### config.mk
export PLATFORM = sky130hd
export DESIGN_NAME = ram2_arbiter
export DESIGN_NICKNAME = d
export VERILOG_FILES = /design/src/rtl/ram2_arbiter.sv
export SDC_FILE = /design/constraint.sdc
export NUM_CORES = 1
export LEC_CHECK = 0
export CAP_MARGIN = 10
export CORE_MARGIN = 3
export CORE_UTILIZATION = 42
export CTS_BUF_LIST = sky130_fd_sc_hd__clkbuf_8 sky130_fd_sc_hd__clkbuf_16
export DETAILED_ROUTE_END_ITERATION = 6
export HOLD_SLACK_MARGIN = 0.03
export PLACE_DENSITY_LB_ADDON = 0.12
export RECOVER_POWER = 25
export REMOVE_ABC_BUFFERS = 1
export SETUP_SLACK_MARGIN = 0.4
export SYNTH_ARGS = -nofsm -noshare
export SYNTH_HDL_FRONTEND = slang
export SYNTH_SLANG_ARGS = --single-unit
### constraint.sdc
create_clock -name clk -period 2.5 [get_ports clk]
set_input_delay 0.5 -clock clk [delete_from_list [all_inputs] [get_ports clk]]
set_output_delay 0.5 -clock clk [all_outputs]
set_load 0.03 [all_outputs]
### src/rtl/ram2_arbiter.sv
// RAM2 SRAM sequencer: arbitrates IF fetches and MEM loads/stores (data first) onto one SRAM port.
// Optional one-entry fetch buffer compiled in with `define RAM2_INST_BUF_EN.
module ram2_arbiter #(
   parameter int ADDR_W      = 20,
   parameter int WAIT_STATES = 0
) (
   input  logic              clk,
   input  logic              rst,
   input  logic              if_re,
   input  logic [31:0]       pc,
   output logic [31:0]       inst,
   output logic              inst_ready,
   input  logic              mem_ce,
   input  logic              mem_re,
   input  logic              mem_we,
   input  logic [31:0]       mem_addr_i,
   input  logic [31:0]       mem_data_i,
   output logic [31:0]       mem_data_o,
   output logic              mem_done,
   output logic              stallreq,
   output logic [ADDR_W-1:0] ram_addr,
   output logic [31:0]       ram_data_o,
   input  logic [31:0]       ram_data_i,
   output logic              ram_data_oe,
   output logic              ram_ce_n,
   output logic              ram_oe_n,
   output logic              ram_we_n
);

   typedef enum logic [2:0] {
      IDLE,
      RD_ACC,
      RD_LATCH,
      WR_SETUP,
      WR_PULSE,
      WR_HOLD
   } state_t;

   state_t            state;
   state_t            state_next;
   logic [2:0]        wait_cnt;
   logic              src_fetch;
   logic              data_req;
   logic              idle_free;
   logic              take_data;
   logic              take_fetch;
   logic              take_buf;
   logic              buf_hit;
   logic [31:0]       buf_word;
   logic [ADDR_W-1:0] pc_word;
   logic [ADDR_W-1:0] data_word;
   logic              ce_n_d;
   logic              oe_n_d;
   logic              we_n_d;
   logic              data_oe_d;
   logic              inst_ready_d;
   logic              mem_done_d;
   logic              unused_addr_bits;

   assign data_req  = mem_ce && (mem_re || mem_we);
   assign pc_word   = pc[ADDR_W+1:2];
   assign data_word = mem_addr_i[ADDR_W+1:2];
   assign unused_addr_bits = ^{pc, mem_addr_i};

   // A done pulse blocks acceptance for one cycle so a requester can drop its request first.
   assign idle_free  = (state == IDLE) && !mem_done && !inst_ready;
   assign take_data  = idle_free && data_req;
   assign take_fetch = idle_free && !data_req && if_re && !buf_hit;
   assign take_buf   = idle_free && !data_req && if_re && buf_hit;

   assign stallreq = (data_req && !mem_done) || (if_re && !inst_ready);

`ifdef RAM2_INST_BUF_EN
   logic              buf_valid;
   logic [ADDR_W-1:0] buf_tag;
   logic [31:0]       buf_data;

   assign buf_hit  = buf_valid && (buf_tag == pc_word);
   assign buf_word = buf_data;

   always_ff @(posedge clk) begin
      if (!rst) begin
         buf_valid <= 1'b0;
         buf_tag   <= '0;
         buf_data  <= '0;
      end else if (state == RD_LATCH && src_fetch) begin
         buf_valid <= 1'b1;
         buf_tag   <= ram_addr;
         buf_data  <= ram_data_i;
      end else if (take_data && mem_we && data_word == buf_tag) begin
         buf_valid <= 1'b0;
      end
   end
`else
   assign buf_hit  = 1'b0;
   assign buf_word = '0;
`endif

   always_ff @(posedge clk) begin
      if (!rst) state <= IDLE;
      else      state <= state_next;
   end

   always_comb begin
      state_next = state;
      case (state)
         IDLE: begin
            if (take_data)       state_next = mem_we ? WR_SETUP : RD_ACC;
            else if (take_fetch) state_next = RD_ACC;
         end
         RD_ACC:   if (wait_cnt == 3'd0) state_next = RD_LATCH;
         RD_LATCH: state_next = IDLE;
         WR_SETUP: state_next = WR_PULSE;
         WR_PULSE: if (wait_cnt == 3'd0) state_next = WR_HOLD;
         WR_HOLD:  state_next = IDLE;
         default:  state_next = IDLE;
      endcase
   end

   // Strobes are decoded from the next state so the registered pins line up with the state.
   always_comb begin
      ce_n_d    = 1'b1;
      oe_n_d    = 1'b1;
      we_n_d    = 1'b1;
      data_oe_d = 1'b0;
      case (state_next)
         RD_ACC, RD_LATCH: begin
            ce_n_d = 1'b0;
            oe_n_d = 1'b0;
         end
         WR_SETUP, WR_HOLD: begin
            ce_n_d    = 1'b0;
            data_oe_d = 1'b1;
         end
         WR_PULSE: begin
            ce_n_d    = 1'b0;
            we_n_d    = 1'b0;
            data_oe_d = 1'b1;
         end
         default: ;
      endcase
      inst_ready_d = (state == RD_LATCH && src_fetch) || take_buf;
      mem_done_d   = (state == RD_LATCH && !src_fetch) || (state == WR_HOLD);
   end

   always_ff @(posedge clk) begin
      if (!rst) begin
         wait_cnt    <= 3'd0;
         src_fetch   <= 1'b0;
         inst        <= '0;
         mem_data_o  <= '0;
         inst_ready  <= 1'b0;
         mem_done    <= 1'b0;
         ram_addr    <= '0;
         ram_data_o  <= '0;
         ram_data_oe <= 1'b0;
         ram_ce_n    <= 1'b1;
         ram_oe_n    <= 1'b1;
         ram_we_n    <= 1'b1;
      end else begin
         if (state_next != state)  wait_cnt <= 3'(WAIT_STATES);
         else if (wait_cnt != 3'd0) wait_cnt <= wait_cnt - 3'd1;

         inst_ready  <= inst_ready_d;
         mem_done    <= mem_done_d;
         ram_ce_n    <= ce_n_d;
         ram_oe_n    <= oe_n_d;
         ram_we_n    <= we_n_d;
         ram_data_oe <= data_oe_d;

         if (take_data) begin
            src_fetch <= 1'b0;
            ram_addr  <= data_word;
            if (mem_we) ram_data_o <= mem_data_i;
         end else if (take_fetch) begin
            src_fetch <= 1'b1;
            ram_addr  <= pc_word;
         end

         if (state == RD_LATCH) begin
            if (src_fetch) inst       <= ram_data_i;
            else           mem_data_o <= ram_data_i;
         end else if (take_buf) begin
            inst <= buf_word;
         end
      end
   end

endmodule

# After elaboration in Yosys (flattened, before gate mapping)
# Cells that the tools add are included.
[op_classes]
n_mux = 12
eq_ne = 11
n_bitwise = 2
addsub = 1
reduce_logical = 29
[op_table]
columns = ["cell", "count"]
rows = [
  ["$mux W20", 2],
  ["$eq A3 B2 Y1 const B", 4],
  ["$eq A3 B3 Y1 const B", 4],
  ["$mux W3", 4],
  ["$pmux W3 S4", 1],
  ["$logic_and A1 B1 Y1", 10],
  ["$eq A3 B1 Y1 const B", 2],
  ["$logic_not A3 Y1", 2],
  ["$reduce_and A2 Y1", 3],
  ["$reduce_or A2 Y1", 3],
  ["$reduce_or A5 Y1", 1],
  ["$logic_not A1 Y1", 4],
  ["$mux W1", 4],
  ["$logic_or A1 B1 Y1", 3],
  ["$ne A3 B3 Y1", 1],
  ["$reduce_bool A3 Y1", 1],
  ["$reduce_or A3 Y1", 1],
  ["$sub A3 B1 Y3 const B", 1],
  ["$mux W2", 1],
  ["$not A1 Y1", 2],
  ["$reduce_bool A2 Y1", 1],
]
[totals]
word_cells = 68
input_bits = 134
ff_bits = 129

# Longest topological paths before layout
[logic_depth]
depth_word = 11
mapped_depth = 7
depth_no_buf = 6

# Least setup slack after synthesis
# No wires, ideal clock.
[synth_timing]
path_type = "input to output"
startpoint = "input mem_re"
endpoint = "output stallreq"
required_ns = 2.000
setup_slack_ns = 0.674
t_arrival_ns = 1.326
path_buffers = 1
cell_stages = 3
path_cell_list = "o21ai_1 > clkbuf_1 > o22ai_1"
[synth_between]
elab_chain_cells = 4
[synth_rtl]
columns = ["item", "line_no", "rtl"]
rows = [
  ["start, declared", "14", "input logic mem_re,"],
  ["$logic_or A1 B1 Y1", "60", "assign data_req = mem_ce && (mem_re || mem_we);"],
  ["$logic_and A1 B1 Y1", "60", ""],
  ["$logic_and A1 B1 Y1", "71", "assign stallreq = (data_req && !mem_done) || (if_re && !inst_ready);"],
  ["$logic_or A1 B1 Y1", "71", ""],
  ["end, declared", "20", "output logic stallreq,"],
]
# Every way passes these cells.

# Final worst setup path
[layout_timing]
startpoint = "input mem_we"
endpoint = "output stallreq"
[layout_between]
elab_chain_cells = 4
[layout_rtl]
columns = ["item", "line_no", "rtl"]
rows = [
  ["start, declared", "15", "input logic mem_we,"],
  ["$logic_or A1 B1 Y1", "60", ""],
  ["$logic_and A1 B1 Y1", "60", ""],
  ["$logic_and A1 B1 Y1", "71", ""],
  ["$logic_or A1 B1 Y1", "71", ""],
]
# Every way passes these cells.

==> flow_summary.ini <==
[status]
outcome = finished, final reports clean

[die]
rows = 38
io_pins = 257
die_area_um2 = 13000
initial_core_util = 0.440
die_w_um = 114
core_um2 = 11100
die_y_um = 114

[global_routing]
grt_antenna_before_repair = 0
grtUsageMet1 = 0.255
grt_util_all_layers = 0.231
busiest_layer = met2
grt_pass1_vias = 4884
grt_util_met3 = 0.0854
grt-ovfl-total = 0
grt_first_pass_wirelength_um = 24200
grt_max_degree = 39
met2_usage = 0.402

[finish]
n_antenna_cell = 0
synthToLayoutAreaGrowth_pct = 62.8
mostFrequentLayoutCells = clkdlybuf4s50_1, nand2_1, dfxtp_1, a21oi_1, o21ai_1
fin_nets = 962
layout-drive-gt1-share = 0.0787
final_cell_area_um2 = 7980
final_util = 0.717
final_common_cell = clkdlybuf4s50_1
fin_cells = 979

[cts]
cts-buffers-inserted = 17
cts_sinks = 129
clock_latency_ns = 0.40
cts_tree = done
htreeDepth = 4
cts-root-buf = clkbuf_16
clock_path_buffers = 2
clkSlewWorstSetupHoldPaths_ns = 0.06
cts_setup_buffers = 0

[critical_path]
cp.buffers_inverters = 2
worst-r2r-setup-slack_ns = 0.55
start_kind = input port
critPathMaxStageDelay_ns = 0.58
crit_family = buffers and inverters
end_kind = output pin
reg2regPathDepth = 5
cp_slowest_cell = dlygate4sd3_1
required_ns = 2.00
crit_fanout = 3
crit_type = input port to output pin
worst-path-stages = 4
cp_cell_sequence = dlygate4sd3_1, o21ai_1, o22ai_1, clkbuf_2
reg2reg_to = mem_data_o[22]$_SDFFE_PN0P_
r2r_start = state[1]$_SDFF_PN0_
arrival_ns = 1.56

[synthesis]
yosys.area.top_type = dfxtp_1
netlist_area_um2 = 4900
yosysUniqueCellTypes = 34
synth.top_cell.area_share = 0.527
synth_area_leaders = dfxtp_1, nand2_1, a21oi_1
ys_ff_latch = 129
yosysSeqAreaShare = 0.527
yosys_warnings = 0
synth_cells = 608
synth.avg_cell_area_um2 = 8.06

[detailed_routing]
ant_nets = 0
vias = 4966
via_per_inst = 5.07
routedWlPerCell_um = 15.7
drc = 0
drt_iter0_drc = 271
firstDrtPassIters = 4
drt_wl_total_um = 15400

[timing]
period_needed_ns = 2.06
max-slew-margin-rel = 0.534
fin_crit_sh = 0.825
final-hold-violation-count = 0
drv_slew = 0
setup_viol = 0
rsz0062_at_grt = false
tns_ns = 0
skew_ns = 0.00572
clock.fmax_ghz = 0.485
tightest_slew_ns = 0.698

[placed_design]
post-place-cells = 947
gp_congestion = 0.765
port_buffers = 232
place_area_um2 = 7320
place_hpwl_um = 10800

[power_and_ir_drop]
p_per_area_nw_per_um2 = 802
power.total_mw = 6.40
ir_drop_mv = 0.640
p_leak_nw = 2.85

[run]
drv_cap = 0

[min_path]
hold_end = mem_data_o[6]$_SDFFE_PN0P_
hold_class = register to register
hold_start = mem_data_o[6]$_SDFFE_PN0P_
holdPathStages = 2
-- synthesized netlist by cell type --
cell type,instances
a2111oi_4,1
a211o_1,1
a211oi_1,1
a21o_1,1
a21oi_1,108
a21oi_2,13
and2_1,4
and3_1,1
buf_2,13
buf_4,2
buf_6,1
clkbuf_1,32
dfxtp_1,129
ha_1,2
inv_1,4
mux2_2,1
mux2i_1,3
nand2_1,200
nand2b_1,5
nand3b_1,1
nor2_1,4
nor2b_1,3
nor3_1,4
nor3b_1,3
nor4bb_1,2
o21a_1,1
o21ai_0,20
o21ai_1,22
o21bai_4,1
o22ai_1,1
o31ai_1,1
or3_1,21
or3_4,1
xnor2_1,1
-- layout make-up --
| cell class | count | area, um^2 |
|---|---|---|
| Inverter | 4 | 15.0 |
| Multi-Input combinational cell | 427 | 2090 |
| Fill cell | 872 | 3150 |
| Sequential cell | 129 | 2580 |
| Tap cell | 140 | 175 |
| Clock buffer | 19 | 453 |
| Timing Repair Buffer | 247 | 2430 |
| Clock inverter | 13 | 231 |
-- per-layer routing --
metal,share of wire,routed length (um)
met1,0.39,5930
met2,0.51,7780
met4,0.021,318
met5,0,0
met3,0.086,1330
-- power by group --
| part | switching (mW) | leakage [nW] | internal (mW) | total, mW |
|---|---|---|---|---|
| clock | 0.895 | 0.335 | 1.93 | 2.82 |
| combinational | 0.724 | 1.46 | 0.555 | 1.28 |
| sequential | 0.0885 | 1.05 | 2.21 | 2.30 |
| total | 1.71 | 2.85 | 4.69 | 6.40 |
-- kinds of logic (layout without fill, tap and decap cells) --
group,Yosys count,in the layout,share of synthesized area
simple gates,249,249,0.216
compound gates,171,171,0.195
flops,129,129,0.527
buf+inv,52,283,0.0462
mux,4,4,0.00843
fa+ha+maj,2,2,0.00511
xor+xnor,1,1,0.00179
-- worst reg2reg max path, delay by kind of cell, from the launching register on --
kind,cells,cell delay (ns)
flip-flops,1,0.49
buffers and inverters,1,0.46
AO/OA/AOI/OAI,1,0.09
AND/OR/NAND/NOR,3,0.78
-- worst max-delay path by stage --
stage / from / to / slack, ns
after CTS: mem_ce / stallreq / 0.39
after detailed placement: mem_ce / stallreq / 0.09
after global placement: mem_ce / stallreq / 0.1
after floorplan: state[0]$_SDFF_PN0_ / src_fetch$_SDFFE_PP0P_ / -0.51
after global routing: mem_we / wait_cnt[0]$_SDFFE_PP0N_ / 0.39
final: mem_we / stallreq / 0.44
-- per-stage QoR --
| step | worst slack [ns] | hold slack, ns |
|---|---|---|
| after floorplan | -0.513 | 0.521 |
| after global placement | 0.0996 | 0.441 |
| after detailed placement | 0.0858 | 0.447 |
| after CTS | 0.390 | 0.453 |
| after global routing | 0.387 | 0.469 |
| final | 0.437 | 0.452 |
-- sequential cells by signal (all words and copies together), names as in the netlist, 3 cells and up --
signal and count:
inst 32, mem_data_o 32, ram_addr 20, ram_data_o 32
state 3, wait_cnt 3
-- timing repair --
action                     4_1_cts  5_1_grt
setup endpoints to repair        3        1
gates resized for setup          4        1
hold buffers                     0        0
No activity file was read; power rests on OpenSTA's default activity.
